### src/rtl/fifo_flags.sv
// Single-clock FIFO with a registered read port and occupancy-derived status flags.
// The flags are decoded from a registered count, so the arbiter that consumes them sees no glitches.
module fifo_flags #(
  parameter int unsigned DATA_W   = 6,
  parameter int unsigned ADDR_W   = 3,
  parameter int unsigned AF_LEVEL = 6,
  parameter int unsigned AE_LEVEL = 1
) (
  input  logic              clk,
  input  logic              reset,
  input  logic              push,
  input  logic [DATA_W-1:0] data_in,
  input  logic              pop,
  output logic [DATA_W-1:0] data_out,
  output logic              valid_out,
  output logic              empty,
  output logic              full,
  output logic              almost_empty,
  output logic              almost_full,
  output logic [ADDR_W:0]   count,
  output logic              error
);

  localparam int unsigned DEPTH = 2 ** ADDR_W;
  localparam int unsigned CNT_W = ADDR_W + 1;
  localparam logic [CNT_W-1:0] FULL_CNT = CNT_W'(DEPTH);
  localparam logic [CNT_W-1:0] AF_CNT   = CNT_W'(AF_LEVEL);
  localparam logic [CNT_W-1:0] AE_CNT   = CNT_W'(AE_LEVEL);

  logic [DATA_W-1:0] mem_q [DEPTH];
  logic [ADDR_W-1:0] wr_ptr_q, wr_ptr_d;
  logic [ADDR_W-1:0] rd_ptr_q, rd_ptr_d;
  logic [CNT_W-1:0]  count_q, count_d;
  logic [DATA_W-1:0] data_out_q, data_out_d;
  logic              valid_out_q, valid_out_d;
  logic              error_q, error_d;
  logic              push_ok, pop_ok;

  assign empty        = (count_q == '0);
  assign full         = (count_q == FULL_CNT);
  assign almost_empty = (count_q <= AE_CNT);
  assign almost_full  = (count_q >= AF_CNT);
  assign count        = count_q;
  assign data_out     = data_out_q;
  assign valid_out    = valid_out_q;
  assign error        = error_q;

  // A pop frees a slot in the same cycle, so a full FIFO still accepts push+pop.
  assign pop_ok  = pop && !empty;
  assign push_ok = push && (!full || pop_ok);

  always_comb begin
    wr_ptr_d    = wr_ptr_q;
    rd_ptr_d    = rd_ptr_q;
    count_d     = count_q;
    data_out_d  = data_out_q;
    valid_out_d = 1'b0;
    error_d     = error_q;

    if (push_ok) begin
      wr_ptr_d = wr_ptr_q + ADDR_W'(1);
    end
    if (pop_ok) begin
      rd_ptr_d    = rd_ptr_q + ADDR_W'(1);
      data_out_d  = mem_q[rd_ptr_q];
      valid_out_d = 1'b1;
    end

    case ({push_ok, pop_ok})
      2'b10:   count_d = count_q + CNT_W'(1);
      2'b01:   count_d = count_q - CNT_W'(1);
      default: count_d = count_q;
    endcase

    if ((push && full && !pop) || (pop && empty)) begin
      error_d = 1'b1;
    end
  end

  always_ff @(posedge clk or negedge reset) begin
    if (!reset) begin
      wr_ptr_q    <= '0;
      rd_ptr_q    <= '0;
      count_q     <= '0;
      data_out_q  <= '0;
      valid_out_q <= 1'b0;
      error_q     <= 1'b0;
    end else begin
      wr_ptr_q    <= wr_ptr_d;
      rd_ptr_q    <= rd_ptr_d;
      count_q     <= count_d;
      data_out_q  <= data_out_d;
      valid_out_q <= valid_out_d;
      error_q     <= error_d;
    end
  end

  // Storage is intentionally not reset; stale words are unreachable once pointers clear.
  always_ff @(posedge clk) begin
    if (push_ok) begin
      mem_q[wr_ptr_q] <= data_in;
    end
  end

endmodule

### config.mk
export PLATFORM = sky130hd
export DESIGN_NAME = fifo_flags
export DESIGN_NICKNAME = d
export VERILOG_FILES = /design/src/rtl/fifo_flags.sv
export SDC_FILE = /design/constraint.sdc
export NUM_CORES = 1
export LEC_CHECK = 0
export ABC_AREA = 0
export CORE_MARGIN = 3
export CORE_UTILIZATION = 56
export DETAILED_ROUTE_END_ITERATION = 7
export GPL_ROUTABILITY_DRIVEN = 0
export PLACE_DENSITY = 0.78
export SLEW_MARGIN = 30
export SYNTH_ARGS = -nofsm -noshare
export SYNTH_HDL_FRONTEND = slang
export SYNTH_SLANG_ARGS = --single-unit
### constraint.sdc
create_clock -name clk -period 2.8 [get_ports clk]
set_input_delay 0.56 -clock clk [delete_from_list [all_inputs] [get_ports clk]]
set_output_delay 0.56 -clock clk [all_outputs]
set_load 0.03 [all_outputs]
==> impl_results.md, run 1 <==
* Status: completed
* Cell taking the most area after synthesis: edfxtp_1
* Crit end category: primary output
* Final Cycle Share at 94.8%
* Post-synthesis sequential area ratio at 66.1%
* Hold Crit Class: input port to async pin
* P_int at 0.00227 W
* Worst EP required at 2.24 ns
* Clock Tree Root: clkbuf_8
* Tmin final at 2.66 ns
* Clock power share at 21.0%
* TritonCTS clock tree: done
* HPWL after DPL at 3610 um
* Nets at 262
* Worst Skew at 0.00726 ns
* Die Height at 77.5 um
* Area growth, synth to finish at 18.7%
* Cts repair resizes at 1
* Syn avg cell area at 13.6 um^2
* Max-Cap Viols at 0
* Clock sinks at 66
* Vias in the first global route at 1740
* Post-Route Setup TNS at 0 ns
* Final setup fails at 0
* All-Layer GR Usage at 19.3%
* Via count at 1748
* 1st-pass router iterations at 4
* # Post-CTS Setup Buffers at 0
* Num rows at 25
* Die Wd at 77.5 um
* R2r worst-path depth at 6
* Largest net degree at the start of global routing at 27
* CP Launch Type: flip-flop
* Pwr Density at 1050 mW/mm^2
* Overflow after GRT at 0
* CP startpoint: count[0]
* RSZ-0062 raised after global routing: false
* Number of CTS-inserted buffers at 9
* Asr flop ratio synth at 27.3%
* DRT Wirelength at 5280 um
* Dominant synthesized flop cell: edfxtp_1
* Synth top area share at 50.3%
* Vias per cell at 5.50
* Critical path class: flip-flop to primary output
* Synth cell count leaders: edfxtp_1 (48), mux2i_1 (29), nand2_1 (26)
* Antenna viol nets, final at 0
* Synth Instances at 210
* Max Buffers Root-to-Sink at 2
* Count leader, synth: edfxtp_1
* Skew-Pair Late Insertion Delay at 0.34 ns
* Net load switching power at 0.00130 W
* Register area at 0.00189 mm^2
* R2R Setup Slk at 0.53 ns
* Top Ports at 26
* Layout cells sized above 1 at 11.2%
* Worst slew pin tran at 0.652 ns
* DR iter-0 viols at 96
* Port Buffers at 25
* Gate power share at 39.6%
* Crit path DAT at 2.10 ns
* FILL cells at 371
* Synth Cell Area at 0.00286 mm^2
* Pins Over Slew Limit at 0
* Antenna cells at 0
* Cts hold-fix bufs at 0
* Max-slew headroom at 56.4%
* VDD IR max at 0.489 mV
* Sw Share at 36.5%
* Worst flop-to-flop path startpoint: count[0]
* DP Worst Slack at 0.250 ns
* Post-synth EDFFs at 48
* Seq pwr share at 39.5%
* Final Worst Setup Slack at 0.145 ns
* CTS H-tree lvls at 3
* Antenna violations before repair at 0
* Core area at 0.00482 mm^2
* Netlist cell types at 34
* Reg2reg end: mem_q[5][1]
* Residual DRC count at 0
* Synth top area cells: edfxtp_1 (50%), dfrtp_1 (16%), mux2i_1 (10%), nand2_1 (3.4%), a22oi_1 (3.1%)
* Max FO, Critical Path at 7
* First-pass GRT wire length at 8450 um
* FF+latch count, synth at 66
* Yosys synthesis warning count at 0
* Fmax at 377 MHz
* Hold Fails Final Rpt at 0
* Mean routed wirelength per cell at 16.6 um
* Die area at 0.00601 mm^2
* Reg clk slew, reported paths at 0.07 ns
* P_leak at 1.38 nW
* Mapped Nets at 226
* Initial core utilization at 59.4%
* Multi-input gate area at 901 um^2
==> worst max-delay path, stage by stage, from the launching register on <==
cell,delay (ns)
dfrtp_1,0.46
inv_1,0.12
ha_1,0.27
or3b_4,0.45
inv_1,0.06
dlygate4sd2_1,0.39
==> per-layer routing <==
| layer | share of wire, % | track usage (%) |
|---|---|---|
| met1 | 41 | 23.4 |
| met2 | 51 | 32.0 |
| met3 | 5.7 | 5.80 |
| met4 | 1.7 | 8.19 |
| met5 | 0 | 0 |
==> worst max path at each step <==
stage	end	slack, ns
finish	empty	0.14
detailed placement	empty	0.25
global route	empty	0.04
floorplan	mem_q[0][0]	0.54
CTS	full	0.02
global placement	empty	0.30
==> layout by cell type, fill, tap and decap left out, drive strengths merged, types with 2 or more instances in the layout <==
cell / n
edfxtp: 48
mux2i: 29
nand2: 28
clkdlybuf4s50: 21
dfrtp: 18
a22oi: 12
nor2: 10
clkbuf: 10
buf: 10
nand3: 7
o21ai: 7
ha: 6
nand2b: 5
inv: 5
xnor2: 4
nor2b: 3
nor3: 3
a21oi: 3
clkinv: 3
and2: 2
nand3b: 2
clkinvlp: 2
dlymetal6s2s: 2
==> power groups by stage <==
stage / Combinational [W] / Clock, W / Sequential, W
floorplan: 0.000821 / 0 / 0.00157
global placement: 0.00140 / 0 / 0.00142
detailed placement: 0.00143 / 0 / 0.00143
CTS: 0.00143 / 0.000766 / 0.00141
global route: 0.00153 / 0.000811 / 0.00144
finish: 0.00141 / 0.000749 / 0.00141
==> through the flow <==
step	power, W	area (um^2)	hold slack (ns)	cells	util (%)
floorplan	0.00239	2860	0.264	210	-
global placement	0.00281	3210	0.458	302	66.7
detailed placement	0.00285	3210	0.463	302	66.7
CTS	0.00360	3400	0.480	318	70.5
global route	0.00378	3400	0.182	318	70.5
finish	0.00357	3400	0.165	318	70.5
==> registers in the layout (all words and copies together) (netlist names) <==
| name | flops |
|---|---|
| data_out | 6 |
| error | 1 |
| valid_out | 1 |
| rd_ptr_q | 3 |
| mem_q | 48 |
| count | 4 |
| wr_ptr_q | 3 |
==> area by class of cell <==
cell class                 instances  area share (%)
sequential                        66            55.7
multi-input combinational        130            26.5
timing repair buffer              34            9.32
clock buffer                      10            3.76
tap                               67            2.47
clock inverter                     6            1.69
inverter                           5           0.552
==> cell families after synthesis <==
logic type	synth area share, %
and+or+nand+nor	11.1
DFF	66.1
buffers and inverters	2.45
muxes	10.1
adders and majority gates	2.62
xor gates and xnor gates	1.22
AOI/OAI and AO/OA	6.43
No activity file was read; power rests on OpenSTA's default activity.
==> run 2, diff against run 1 <==
--- a/config.mk
+++ b/config.mk
@@ -5,12 +5,12 @@
 export SDC_FILE = /design/constraint.sdc
 export NUM_CORES = 1
 export LEC_CHECK = 0
-export ABC_AREA = 0
+export ABC_AREA = 1
 export CORE_MARGIN = 3
-export CORE_UTILIZATION = 56
+export CORE_UTILIZATION = 57
 export DETAILED_ROUTE_END_ITERATION = 7
 export GPL_ROUTABILITY_DRIVEN = 0
-export PLACE_DENSITY = 0.78
+export PLACE_DENSITY = 0.79
 export SLEW_MARGIN = 30
 export SYNTH_ARGS = -nofsm -noshare
 export SYNTH_HDL_FRONTEND = slang
==> constraint.sdc (replaced) <==
create_clock -name clk -period 3 [get_ports clk]
set_input_delay 0.6 -clock clk [delete_from_list [all_inputs] [get_ports clk]]
set_output_delay 0.6 -clock clk [all_outputs]
set_load 0.03 [all_outputs]
==> impl_results.md, run 2 <==
* Synth Instances at 296
* Hold Crit Class: flip-flop to flip-flop
* Clock sinks at 66
* Die Height at 78.3 um
* # Post-CTS Setup Buffers at 0
* CTS H-tree lvls at 3
* 1st-pass router iterations at 5
* Multi-input gate area at 928 um^2
* Area after DPL at 0.00326 mm^2
* Cts hold-fix bufs at 0
* Status: completed
* Max-slew headroom at 43.1%
* Finished Cell Area at 0.00342 mm^2
* FILL cells at 387
* CP Launch Type: flip-flop
* Die area at 0.00614 mm^2
* Hold Crit Endpoint: error
* R2R Setup Slk at 0.81 ns
* Post-Route Setup TNS at 0 ns
* Worst slew pin tran at 0.851 ns
* Synth top area share at 48.3%
* Max Buffers Root-to-Sink at 2
* Tmin final at 2.81 ns
* Worst Skew at 0.0116 ns
* First-pass GRT wire length at 10000 um
* VDD IR max at 0.662 mV
* Crit path DAT at 2.21 ns
* All-Layer GR Usage at 22.2%
* Antenna viol nets, final at 0
* Pins Over Slew Limit at 0
* Nets at 340
* R2r worst-path depth at 6
* Max FO, Critical Path at 7
* Most frequent CP cell: inv_1
* Num rows at 25
* Register area at 0.00189 mm^2
* Hold Fails Final Rpt at 0
* Antenna cells at 0
* RSZ-0062 raised after global routing: false
* Most common library cell in the layout ignoring fill and taps: nand2_1
* DP Worst Slack at 0.583 ns
* HPWL after DPL at 4080 um
* Synth Cell Area at 0.00298 mm^2
* Initial core utilization at 61.1%
* Antenna violations before repair at 0
* CP bufs+invs at 3
* Cell taking the most area after synthesis: edfxtp_1
* Final Worst Setup Slack at 0.194 ns
* Clock Tree Root: clkbuf_8
* Via count at 2069
* Synth top area cells: edfxtp_1 (48%), dfrtp_1 (15%), nand2_1 (13%), nand3_1 (5.4%), inv_1 (3.0%)
* Skew-Pair Late Insertion Delay at 0.33 ns
* Pwr Density at 998 mW/mm^2
* Crit end category: primary output
* Post-synth EDFFs at 48
* Number of CTS-inserted buffers at 9
* Fmax at 356 MHz
* Port Buffers at 25
* Most frequent cells in the layout: nand2_1 (107), edfxtp_1 (48), nand3_1 (32)
* Residual DRC count at 0
* Largest reg by FF count: mem_q
* Cts repair resizes at 0
* Reg clk slew, reported paths at 0.06 ns
* Vias per cell at 5.22
* Mean routed wirelength per cell at 15.0 um
* Cell Chain, Critical Path: inv_1 > ha_1 > nand3_2 > inv_1 > clkdlybuf4s50_1
* DRT Wirelength at 5950 um
* P_leak at 1.48 nW
* Synth cell count leaders: nand2_1 (107), edfxtp_1 (48), nand3_1 (32)
* DR iter-0 viols at 159
* CP max-delay cell: clkdlybuf4s50_1
* Vias in the first global route at 2085
* Reg2reg end: mem_q[4][0]
* Post-synthesis sequential area ratio at 63.4%
* Final setup fails at 0
* Dominant synthesized flop cell: edfxtp_1
* Syn avg cell area at 10.1 um^2
* Max reg flops at 48
* Count leader, synth: nand2_1
* Worst flop-to-flop path startpoint: count[0]
* Asr flop ratio synth at 27.3%
* CP top delay family: buffers and inverters
* CP peak stage delay at 0.67 ns
* Worst EP required at 2.40 ns
* TritonCTS clock tree: done
* Final Cycle Share at 93.5%
* Layout cells sized above 1 at 7.29%
* Hold path depth at 1
* HP Start: error
* Overflow after GRT at 0
* Netlist cell types at 24
* Core area at 0.00488 mm^2
* Area growth, synth to finish at 14.8%
* Die Wd at 78.3 um
* Largest net degree at the start of global routing at 27
* Critical path class: flip-flop to primary output
* Max-Cap Viols at 0
* Yosys synthesis warning count at 0
* Mapped Nets at 312
* Top Ports at 26
* FF+latch count, synth at 66
==> run 2: changes by cell type after synthesis, sizes merged, moves of 3 or more <==
cell / change
a21oi: -3
a22oi: -12
buf: +3
clkbuf: -3
inv: +22
mux2i: -29
nand2: +82
nand2b: -5
nand3: +28
nor2: +14
nor2b: -3
o21ai: +3
xnor2: -3
xor2: +3
==> run 2: area by class of cell <==
type | instances | area share, %
clock buffers | 15 | 4.57
inverters | 27 | 2.96
repair buffers | 26 | 7.53
flip-flops and latches | 66 | 55.2
clock inverters | 1 | 0.146
multi-input cells | 194 | 27.1
well taps | 67 | 2.45
==> run 2: how the worst max path moves through the flow <==
stage             start  cells past startpoint  slack (ns)          end
6_report       count[0]                      5        0.19         full
5_1_grt        count[0]                      5        0.08         full
4_1_cts        count[0]                      5        0.19         full
3_5_place_dp   count[0]                      5        0.58         full
3_3_place_gp   count[0]                      5        0.62         full
2_1_floorplan  count[0]                      6        0.87  mem_q[6][0]
==> run 2: through the flow <==
step	util, %	cells	hold WS [ns]	power, W
after floorplan	-	296	0.304	0.00238
after global placement	66.9	380	0.458	0.00277
after detailed placement	66.9	380	0.460	0.00280
after CTS	70.2	396	0.483	0.00342
after global routing	70.2	396	0.511	0.00367
final	70.2	396	0.478	0.00342
==> run 2: power by group <==
part / internal [W] / switching [W]
combinational: 0.000517 / 0.000937
clock: 0.000323 / 0.000293
sequential: 0.00118 / 0.000171
total: 0.00202 / 0.00140
==> run 2: per-layer routing <==
metal  up-vias  routed length, um  share of wire, %  GRT usage [%]
met4         0                143               2.4           10.8
met1       960               2500                42           28.5
met3        14                377               6.3           5.16
li1       1021                  -                 -              -
met2        74               2930                49           35.5
met5         -                  0                 0              0
==> run 2: cell families (layout without fill, tap and decap cells) <==
kind of cell               count (synthesis)  in the layout  share of synthesized area, %
xor gates and xnor gates                   4              4                          1.17
DFF                                       66             66                          63.4
buffers and inverters                     36             69                          5.45
and+or+nand+nor                          174            174                          25.6
AOI/OAI and AO/OA                         10             10                          1.80
adders and majority gates                  6              6                          2.52
==> run 2: worst reg2reg max path, delay by kind of cell (launching register included) <==
kind                     cells  cell delay [ns]
flip-flops                   1             0.45
adder cells (fa/ha/maj)      1             0.30
buffers and inverters        1             0.15
AO/OA/AOI/OAI                1             0.09
AND/OR/NAND/NOR              3             0.83
==> run 3, diff against run 2 <==
--- a/config.mk
+++ b/config.mk
@@ -5,12 +5,14 @@
 export SDC_FILE = /design/constraint.sdc
 export NUM_CORES = 1
 export LEC_CHECK = 0
-export ABC_AREA = 1
+export ABC_AREA = 0
 export CORE_MARGIN = 3
-export CORE_UTILIZATION = 57
+export CORE_UTILIZATION = 56
+export CTS_CLUSTER_SIZE = 12
 export DETAILED_ROUTE_END_ITERATION = 7
 export GPL_ROUTABILITY_DRIVEN = 0
-export PLACE_DENSITY = 0.79
+export GPL_TIMING_DRIVEN = 1
+export PLACE_DENSITY = 0.78
 export SLEW_MARGIN = 30
 export SYNTH_ARGS = -nofsm -noshare
 export SYNTH_HDL_FRONTEND = slang
==> impl_results.md, run 3 (synthesis results as in run 1) <==
* Status: completed
* Clock sinks at 66
* Mean routed wirelength per cell at 16.0 um
* Cts hold-fix bufs at 0
* Port Buffers at 25
* Antenna viol nets, final at 0
* All-Layer GR Usage at 18.7%
* Top Ports at 26
* Vias in the first global route at 1711
* FILL cells at 342
* Fmax at 353 MHz
* Number of CTS-inserted buffers at 9
* Reg clk slew, reported paths at 0.07 ns
* Final hold slack at 0.471 ns
* DR iter-0 viols at 61
* Die Wd at 77.5 um
* Cell Chain, Critical Path: inv_1 > ha_1 > nor2b_1 > and2_1 > clkdlybuf4s50_1
* Initial core utilization at 59.4%
* DRT Wirelength at 5040 um
* # Post-CTS Setup Buffers at 0
* Worst Skew at 0.00830 ns
* Most frequent cells in the layout: edfxtp_1 (48), mux2i_1 (29), nand2_1 (26)
* Max-slew headroom at 38.8%
* TritonCTS clock tree: done
* Crit end category: primary output
* Num rows at 25
* CTS H-tree lvls at 3
* Antenna violations before repair at 0
* Worst slew pin tran at 0.918 ns
* Max reg flops at 48
* P_leak at 1.34 nW
* Final Cycle Share at 94.5%
* Skew-Pair Late Insertion Delay at 0.33 ns
* Max-Cap Viols at 0
* Worst EP required at 2.40 ns
* Area growth, synth to finish at 18.6%
* Largest net degree at the start of global routing at 19
* DP Worst Slack at 0.349 ns
* Post-Layout Cell Count at 315
* CP Launch Type: flip-flop
* Residual DRC count at 0
* 1st-pass router iterations at 4
* First-pass GRT wire length at 8240 um
* Vias per cell at 5.43
* Post-Route Setup TNS at 0 ns
* Hold Fails Final Rpt at 0
* Cts repair resizes at 1
* Fin util at 70.5%
* Final setup fails at 0
* Final Worst Setup Slack at 0.164 ns
* Pins Over Slew Limit at 0
* CP max-delay cell: clkdlybuf4s50_1
* Max Buffers Root-to-Sink at 2
* Max FO, Critical Path at 9
* VDD IR max at 0.615 mV
* Largest reg by FF count: mem_q
* Antenna cells at 0
* Most common library cell in the layout ignoring fill and taps: edfxtp_1
* Crit path DAT at 2.24 ns
* Core area at 0.00482 mm^2
* Tmin final at 2.84 ns
* Hold Crit Class: flip-flop to flip-flop
* Critical path class: flip-flop to primary output
* Clock Tree Root: clkbuf_8
* Nets at 259
* Placed Instances at 299
* Pwr Density at 992 mW/mm^2
* RSZ-0062 raised after global routing: false
* HPWL after DPL at 3480 um
* Overflow after GRT at 0
* Die Height at 77.5 um
* Layout cells sized above 1 at 9.68%
* Via count at 1710
* Die area at 0.00601 mm^2
* CP peak stage delay at 0.66 ns
run 3: layout make-up:
type / instances / area [um^2] / area share (%)
clock inverters: 3 / 37.5 / 1.11
multi-input cells: 130 / 901 / 26.5
inverters: 5 / 18.8 / 0.553
flip-flops and latches: 66 / 1890 / 55.7
repair buffers: 31 / 294 / 8.66
well taps: 67 / 83.8 / 2.47
clock buffers: 13 / 169 / 4.97
run 3: power breakdown:
group	switching [W]	internal, W	total, W
logic	0.000670	0.000545	0.00122
registers	0.000218	0.00118	0.00140
clock network	0.000306	0.000447	0.000753
total	0.00119	0.00217	0.00337
run 3: per-layer routing:
layer | up-vias | track usage (%) | wire length (um)
met3 | 6 | 6.50 | 242
met1 | 830 | 22.9 | 2230
met2 | 39 | 29.8 | 2510
met5 | - | 0 | 0
li1 | 835 | - | -
met4 | 0 | 8.72 | 57
run 3: worst paths after layout:
check                           slack (ns)      from          end  cells after the start
worst max-delay path                  0.16  count[1]         full                      5
worst min-delay path                  0.47     error        error                      1
worst max register to register        0.71  count[1]  mem_q[0][1]                      7
worst min register to register        0.47     error        error                      1
max in group asynchronous             1.73     reset  data_out[1]                      1
min in group asynchronous             0.74     reset        error                      1
run 3: worst max-delay path: cells and delay by family (launching register included):
family | cells | cell delay (ns)
adder cells (fa/ha/maj) | 1 | 0.28
buffers and inverters | 2 | 0.79
flip-flops | 1 | 0.47
AND/OR/NAND/NOR | 2 | 0.37
run 3: metrics by stage:
stage | area (um^2) | power [W]
final | 3400 | 0.00337
after CTS | 3400 | 0.00339
after detailed placement | 3190 | 0.00264
after floorplan | 2860 | 0.00223
after global routing | 3400 | 0.00357
after global placement | 3190 | 0.00261
